### config.mk
export PLATFORM = sky130hd
export DESIGN_NAME = apb_arb_master
export DESIGN_NICKNAME = d
export VERILOG_FILES = /design/src/rtl/apb_pkg.sv /design/src/rtl/rr_arb2.sv /design/src/rtl/apb_arb_master.sv
export SDC_FILE = /design/constraint.sdc
export NUM_CORES = 1
export LEC_CHECK = 0
export ABC_AREA = 1
export CAP_MARGIN = 20
export CORE_ASPECT_RATIO = 0.8
export CORE_MARGIN = 1
export CORE_UTILIZATION = 35
export CTS_CLUSTER_DIAMETER = 50
export DETAILED_ROUTE_END_ITERATION = 8
export PLACE_DENSITY = 0.76
export SYNTH_ARGS = -nofsm -noshare
export SYNTH_HDL_FRONTEND = slang
export SYNTH_SLANG_ARGS = --single-unit
### constraint.sdc
create_clock -name clk -period 1.4 [get_ports clk]
set_input_delay 0.35 -clock clk [delete_from_list [all_inputs] [get_ports clk]]
set_output_delay 0.35 -clock clk [all_outputs]
set_load 0.02 [all_outputs]
### src/rtl/apb_pkg.sv
// Shared APB master definitions: FSM state encoding and packed command layout.
// Command layout, LSB first: wdata, word address (top bit selects the slave), write flag.
package apb_pkg;

  typedef enum logic [1:0] {
    ST_IDLE   = 2'd0,
    ST_SETUP  = 2'd1,
    ST_ACCESS = 2'd2
  } apb_state_e;

  function automatic int cmd_addr_lsb(input int data_w);
    return data_w;
  endfunction

  function automatic int cmd_slave_bit(input int data_w, input int addr_w);
    return data_w + addr_w;
  endfunction

  function automatic int cmd_write_bit(input int data_w, input int addr_w);
    return data_w + addr_w + 1;
  endfunction

endpackage

### src/rtl/rr_arb2.sv
// Two-way round-robin arbiter: on contention the requester not granted last wins.
module rr_arb2 (
  input  logic [1:0] req_i,
  input  logic       en_i,
  input  logic       last_i,
  output logic [1:0] gnt_o
);

  always_comb begin
    gnt_o = 2'b00;
    if (en_i) begin
      case (req_i)
        2'b01:   gnt_o = 2'b01;
        2'b10:   gnt_o = 2'b10;
        2'b11:   gnt_o = last_i ? 2'b01 : 2'b10;
        default: gnt_o = 2'b00;
      endcase
    end
  end

endmodule

### src/rtl/apb_arb_master.sv
// Two-requester APB master: round-robin grant, one transfer in flight, timeout abort.
module apb_arb_master
  import apb_pkg::*;
#(
  parameter int DATA_WIDTH = 32,
  parameter int ADDR_WIDTH = 12,
  parameter int CMD_WIDTH  = DATA_WIDTH + ADDR_WIDTH + 2,
  parameter int TIMEOUT    = 16
) (
  input  logic                  clk,
  input  logic                  rstn,
  input  logic [1:0]            req_valid,
  output logic [1:0]            req_ready,
  input  logic [CMD_WIDTH-1:0]  req_cmd0,
  input  logic [CMD_WIDTH-1:0]  req_cmd1,
  output logic                  rsp_valid,
  output logic                  rsp_id,
  output logic [DATA_WIDTH-1:0] rsp_rdata,
  output logic                  rsp_err,
  output logic [1:0]            psel,
  output logic                  penable,
  output logic                  pwrite,
  output logic [ADDR_WIDTH-1:0] paddr,
  output logic [DATA_WIDTH-1:0] pwdata,
  input  logic [DATA_WIDTH-1:0] prdata0,
  input  logic [DATA_WIDTH-1:0] prdata1,
  input  logic                  pready0,
  input  logic                  pready1
);

  localparam int ADDR_LSB = cmd_addr_lsb(DATA_WIDTH);
  localparam int SLV_BIT  = cmd_slave_bit(DATA_WIDTH, ADDR_WIDTH);
  localparam int WR_BIT   = cmd_write_bit(DATA_WIDTH, ADDR_WIDTH);
  localparam int CNT_W    = $clog2(TIMEOUT + 1);

  apb_state_e            state_q;
  logic                  last_q;
  logic                  slv_q;
  logic [1:0]            psel_q;
  logic                  penable_q;
  logic                  pwrite_q;
  logic [ADDR_WIDTH-1:0] paddr_q;
  logic [DATA_WIDTH-1:0] pwdata_q;
  logic [CNT_W-1:0]      cnt_q;
  logic [CNT_W-1:0]      cnt_d;
  logic                  rsp_valid_q;
  logic                  rsp_id_q;
  logic [DATA_WIDTH-1:0] rsp_rdata_q;
  logic                  rsp_err_q;

  logic [1:0]            gnt;
  logic [CMD_WIDTH-1:0]  cmd_d;
  logic                  sel_ready;
  logic [DATA_WIDTH-1:0] sel_rdata;

  rr_arb2 u_arb (
    .req_i  (req_valid),
    .en_i   (state_q == ST_IDLE),
    .last_i (last_q),
    .gnt_o  (gnt)
  );

  assign req_ready = gnt;
  assign cmd_d     = gnt[1] ? req_cmd1 : req_cmd0;
  assign sel_ready = slv_q ? pready1 : pready0;
  assign sel_rdata = slv_q ? prdata1 : prdata0;
  assign cnt_d     = cnt_q + CNT_W'(1);

  // last_q doubles as the id of the transfer in flight, since it only moves on a grant.
  always_ff @(posedge clk or negedge rstn) begin
    if (!rstn) begin
      state_q     <= ST_IDLE;
      last_q      <= 1'b1;
      slv_q       <= 1'b0;
      psel_q      <= 2'b00;
      penable_q   <= 1'b0;
      pwrite_q    <= 1'b0;
      paddr_q     <= '0;
      pwdata_q    <= '0;
      cnt_q       <= '0;
      rsp_valid_q <= 1'b0;
      rsp_id_q    <= 1'b0;
      rsp_rdata_q <= '0;
      rsp_err_q   <= 1'b0;
    end else begin
      rsp_valid_q <= 1'b0;
      case (state_q)
        ST_IDLE: begin
          if (|gnt) begin
            state_q  <= ST_SETUP;
            last_q   <= gnt[1];
            slv_q    <= cmd_d[SLV_BIT];
            psel_q   <= cmd_d[SLV_BIT] ? 2'b10 : 2'b01;
            pwrite_q <= cmd_d[WR_BIT];
            paddr_q  <= cmd_d[ADDR_LSB +: ADDR_WIDTH];
            pwdata_q <= cmd_d[DATA_WIDTH-1:0];
          end
        end
        ST_SETUP: begin
          penable_q <= 1'b1;
          cnt_q     <= '0;
          state_q   <= ST_ACCESS;
        end
        ST_ACCESS: begin
          if (!sel_ready) cnt_q <= cnt_d;
          // A ready on the final wait cycle still counts as a normal completion.
          if (sel_ready || cnt_d == CNT_W'(TIMEOUT)) begin
            state_q     <= ST_IDLE;
            psel_q      <= 2'b00;
            penable_q   <= 1'b0;
            rsp_valid_q <= 1'b1;
            rsp_id_q    <= last_q;
            rsp_err_q   <= !sel_ready;
            rsp_rdata_q <= (sel_ready && !pwrite_q) ? sel_rdata : '0;
          end
        end
        default: state_q <= ST_IDLE;
      endcase
    end
  end

  assign psel      = psel_q;
  assign penable   = penable_q;
  assign pwrite    = pwrite_q;
  assign paddr     = paddr_q;
  assign pwdata    = pwdata_q;
  assign rsp_valid = rsp_valid_q;
  assign rsp_id    = rsp_id_q;
  assign rsp_rdata = rsp_rdata_q;
  assign rsp_err   = rsp_err_q;

endmodule

==> results.tsv <==
stage	metric	value	unit
floorplan	fp.dieH	104	microns
global_route	grt_pass1_wl	24.3	mm
power_and_ir_drop	fin_total_pwr	18.2	mW
clock_tree	htreeDepth	3	
global_route	grt_max_degree	49	
detailed_routing	drt_wl_total	16.8	mm
cells_and_area	n_antenna_cell	0	
status	status	complete, but fails checks	
global_route	grt_overflow	0	
clock_tree	cts_tree	yes	
placement	portBuffers	246	
logic_synthesis	synth.distinct_cells	30	
detailed_routing	via_per_inst	5.01	
global_route	track_usage	23.3	%
detailed_routing	vias	4843	
sta	rsz0062_at_grt	yes	
detailed_routing	dr.first_iter.drc_count	137	
sta	clock-skew-final	0.00718	ns
critical_path	cp-end-kind	register	
logic_synthesis	synth_top_cell_by_area	dfrtp_1	
logic_synthesis	yosysTopAreaCellShare	50.4	%
clock_tree	clk_pin_slew_worst_paths	0.06	ns
cells_and_area	utilization	68.5	%
floorplan	fp-row-count	36	
clock_tree	cts_root_buffer	clkbuf_16	
power_and_ir_drop	power.density	2140	nW/um^2
floorplan	num_io_pins	247	
clock_tree	clock_path_buffers	2	
sta	setup_ws	-0.230	ns
power_and_ir_drop	p_leak	3.62	nW
critical_path	crit_arrival	1.86	ns
floorplan	initial_core_util	36.5	%
logic_synthesis	synth_seq_cells	92	
floorplan	dieWidth	129	microns
critical_path	r2r_slack	-0.23	ns
critical_path	required	1.63	ns
status	violations	negative setup slack	
logic_synthesis	synth_area_leaders	dfrtp_1 (50%), nand2_1 (12%), o21a_1 (7.5%), nand3_1 (5.6%), o211ai_1 (5.3%)	
flow_run	maxCapViolations	0	
logic_synthesis	synth.avg_cell_area	8.95	sq um
critical_path	critical_path_class	reg2reg	
clock_tree	numCtsBuffers	9	
critical_path	worst-path-max-fanout	6	
detailed_routing	avgRoutedWirePerCell	17.4	microns
logic_synthesis	yosysSeqAreaShare	51.0	%
critical_path	start_kind	register	
sta	min_period	1.63	ns
sta	fmax	613	MHz
cells_and_area	drive_above_1_share	37.6	%
logic_synthesis	ys_warn_count	0	
detailed_routing	drc	0	
sta	worst_pin_slew	0.330	ns
clock_tree	cts.sinks	92	
sta	setup_violations	88	
sta	hold_viol	0	
global_route	antenna_found_initial	0	
logic_synthesis	syn_inst	505	
worst_hold_path	hp-class	reg2reg	
global_route	first_global_vias	4873	
cells_and_area	num-nets-final	954	
logic_synthesis	synthesis.nets	668	
sta	maxSlewViolCount	0	
cells_and_area	areaGrowthSynthToFinish	87.6	%
floorplan	core_area	12400	sq um
detailed_routing	drt_first_pass_iters	4	
power_and_ir_drop	ir_drop	1240	uV
placement	globalplace.congestion	0.820	
floorplan	fp.dieArea	13400	sq um
detailed_routing	drt.antenna.violating_nets	0	
clock_tree	worst_skew_pair.late_latency	0.35	ns
sta	slew_headroom	78.0	%
placement	hpwl	10.8	mm
logic_synthesis	netlist_area	4520	sq um
sta	period_share	116	%
final timing paths:
path,depth (start not counted),endpoint,start
max,9,pwrite,last_q
min,1,pwdata[17],pwdata[17]
max reg2reg,9,pwrite,last_q
min reg2reg,1,pwdata[17],pwdata[17]
max in group asynchronous,3,last_q,rstn
min in group asynchronous,3,pwdata[29],rstn
layout make-up:
class | count | area (sq um)
multi-input combinational | 364 | 2440
tap | 171 | 214
clock buffer | 10 | 229
timing repair inverter | 1 | 11.3
sequential | 92 | 2300
inverter | 13 | 71.3
clock inverter | 6 | 63.8
timing repair buffer | 310 | 3140
fill | 895 | 3910
cells in the final DEF (no fill, tap or decap), drive strengths merged, types with 14 or more instances in the layout:
master         instances
buf                   78
clkbuf                48
clkdlybuf4s15         33
clkdlybuf4s50        159
dfrtp                 91
inv                   14
nand2                148
nand3                 52
o211ai                32
o21a                  45
o21ai                 37
or2                   33
cells in the mapped netlist, drive strengths merged:
library cell	number
a21oi	2
a22o	1
buf	28
clkbuf	9
dfrtp	91
dfstp	1
ha	1
inv	13
nand2	147
nand3	52
nand4	2
nor2	9
o211ai	32
o21a	45
o21ai	37
o22ai	1
o31ai	1
or2	33
worst max-delay path, cell delays in order, from the launching register on:
cell and delay (ns):
dfstp_2 0.54, nand2_2 0.07, nand3_4 0.08, inv_4 0.04
buf_6 0.11, nor2_4 0.17, buf_6 0.15, inv_8 0.05
buf_8 0.12, o21a_1 0.18
state kept, by name, summed over array words and instances, names as in the netlist, 2 cells and up:
register	count
pwdata	32
rsp_rdata	32
paddr	12
cnt_q	5
psel	2
state_q	2
kinds of logic after synthesis:
logic type	synth area share (%)
simple gates	24.2
fa+ha+maj	0.277
flops	51.0
buf+inv	6.45
compound gates	18.1
layer usage:
layer	track usage, %	vias to the layer above	routed length [microns]
met1	25.4	2324	6450
met5	0	-	0
met2	41.1	206	8400
met3	9.81	32	1580
met4	6.30	0	369
li1	-	2281	-
stage by stage:
stage / TNS [ns] / cells / instance area [sq um] / setup WS (ns) / hold WS (ns)
5_1_grt: -19.68 / 967 / 8480 / -0.283 / 0.506
2_1_floorplan: -1.75 / 505 / 4550 / -0.0703 / 0.0544
4_1_cts: -13.21 / 948 / 8100 / -0.214 / 0.492
3_5_place_dp: -42.86 / 918 / 7300 / -0.667 / 0.362
6_report: -14.30 / 967 / 8480 / -0.230 / 0.491
3_3_place_gp: -37.74 / 918 / 7300 / -0.619 / 0.359
report_power, final:
group / internal [mW] / switching, mW / total, mW / leakage (nW)
Sequential: 3.91 / 0.885 / 4.79 / 1.12
Combinational: 5.12 / 5.81 / 10.9 / 2.36
Clock: 1.38 / 1.05 / 2.43 / 0.139
Total: 10.4 / 7.74 / 18.2 / 3.62
repair_timing:
action	4_1_cts	5_1_grt
gates cloned	7	8
pin swaps	7	12
hold endpoints to repair	49	0
resized for setup	306	141
hold buffers	1	0
setup endpoints to repair	170	133
setup buffers	6	12
(Power assumes the default switching activity.)
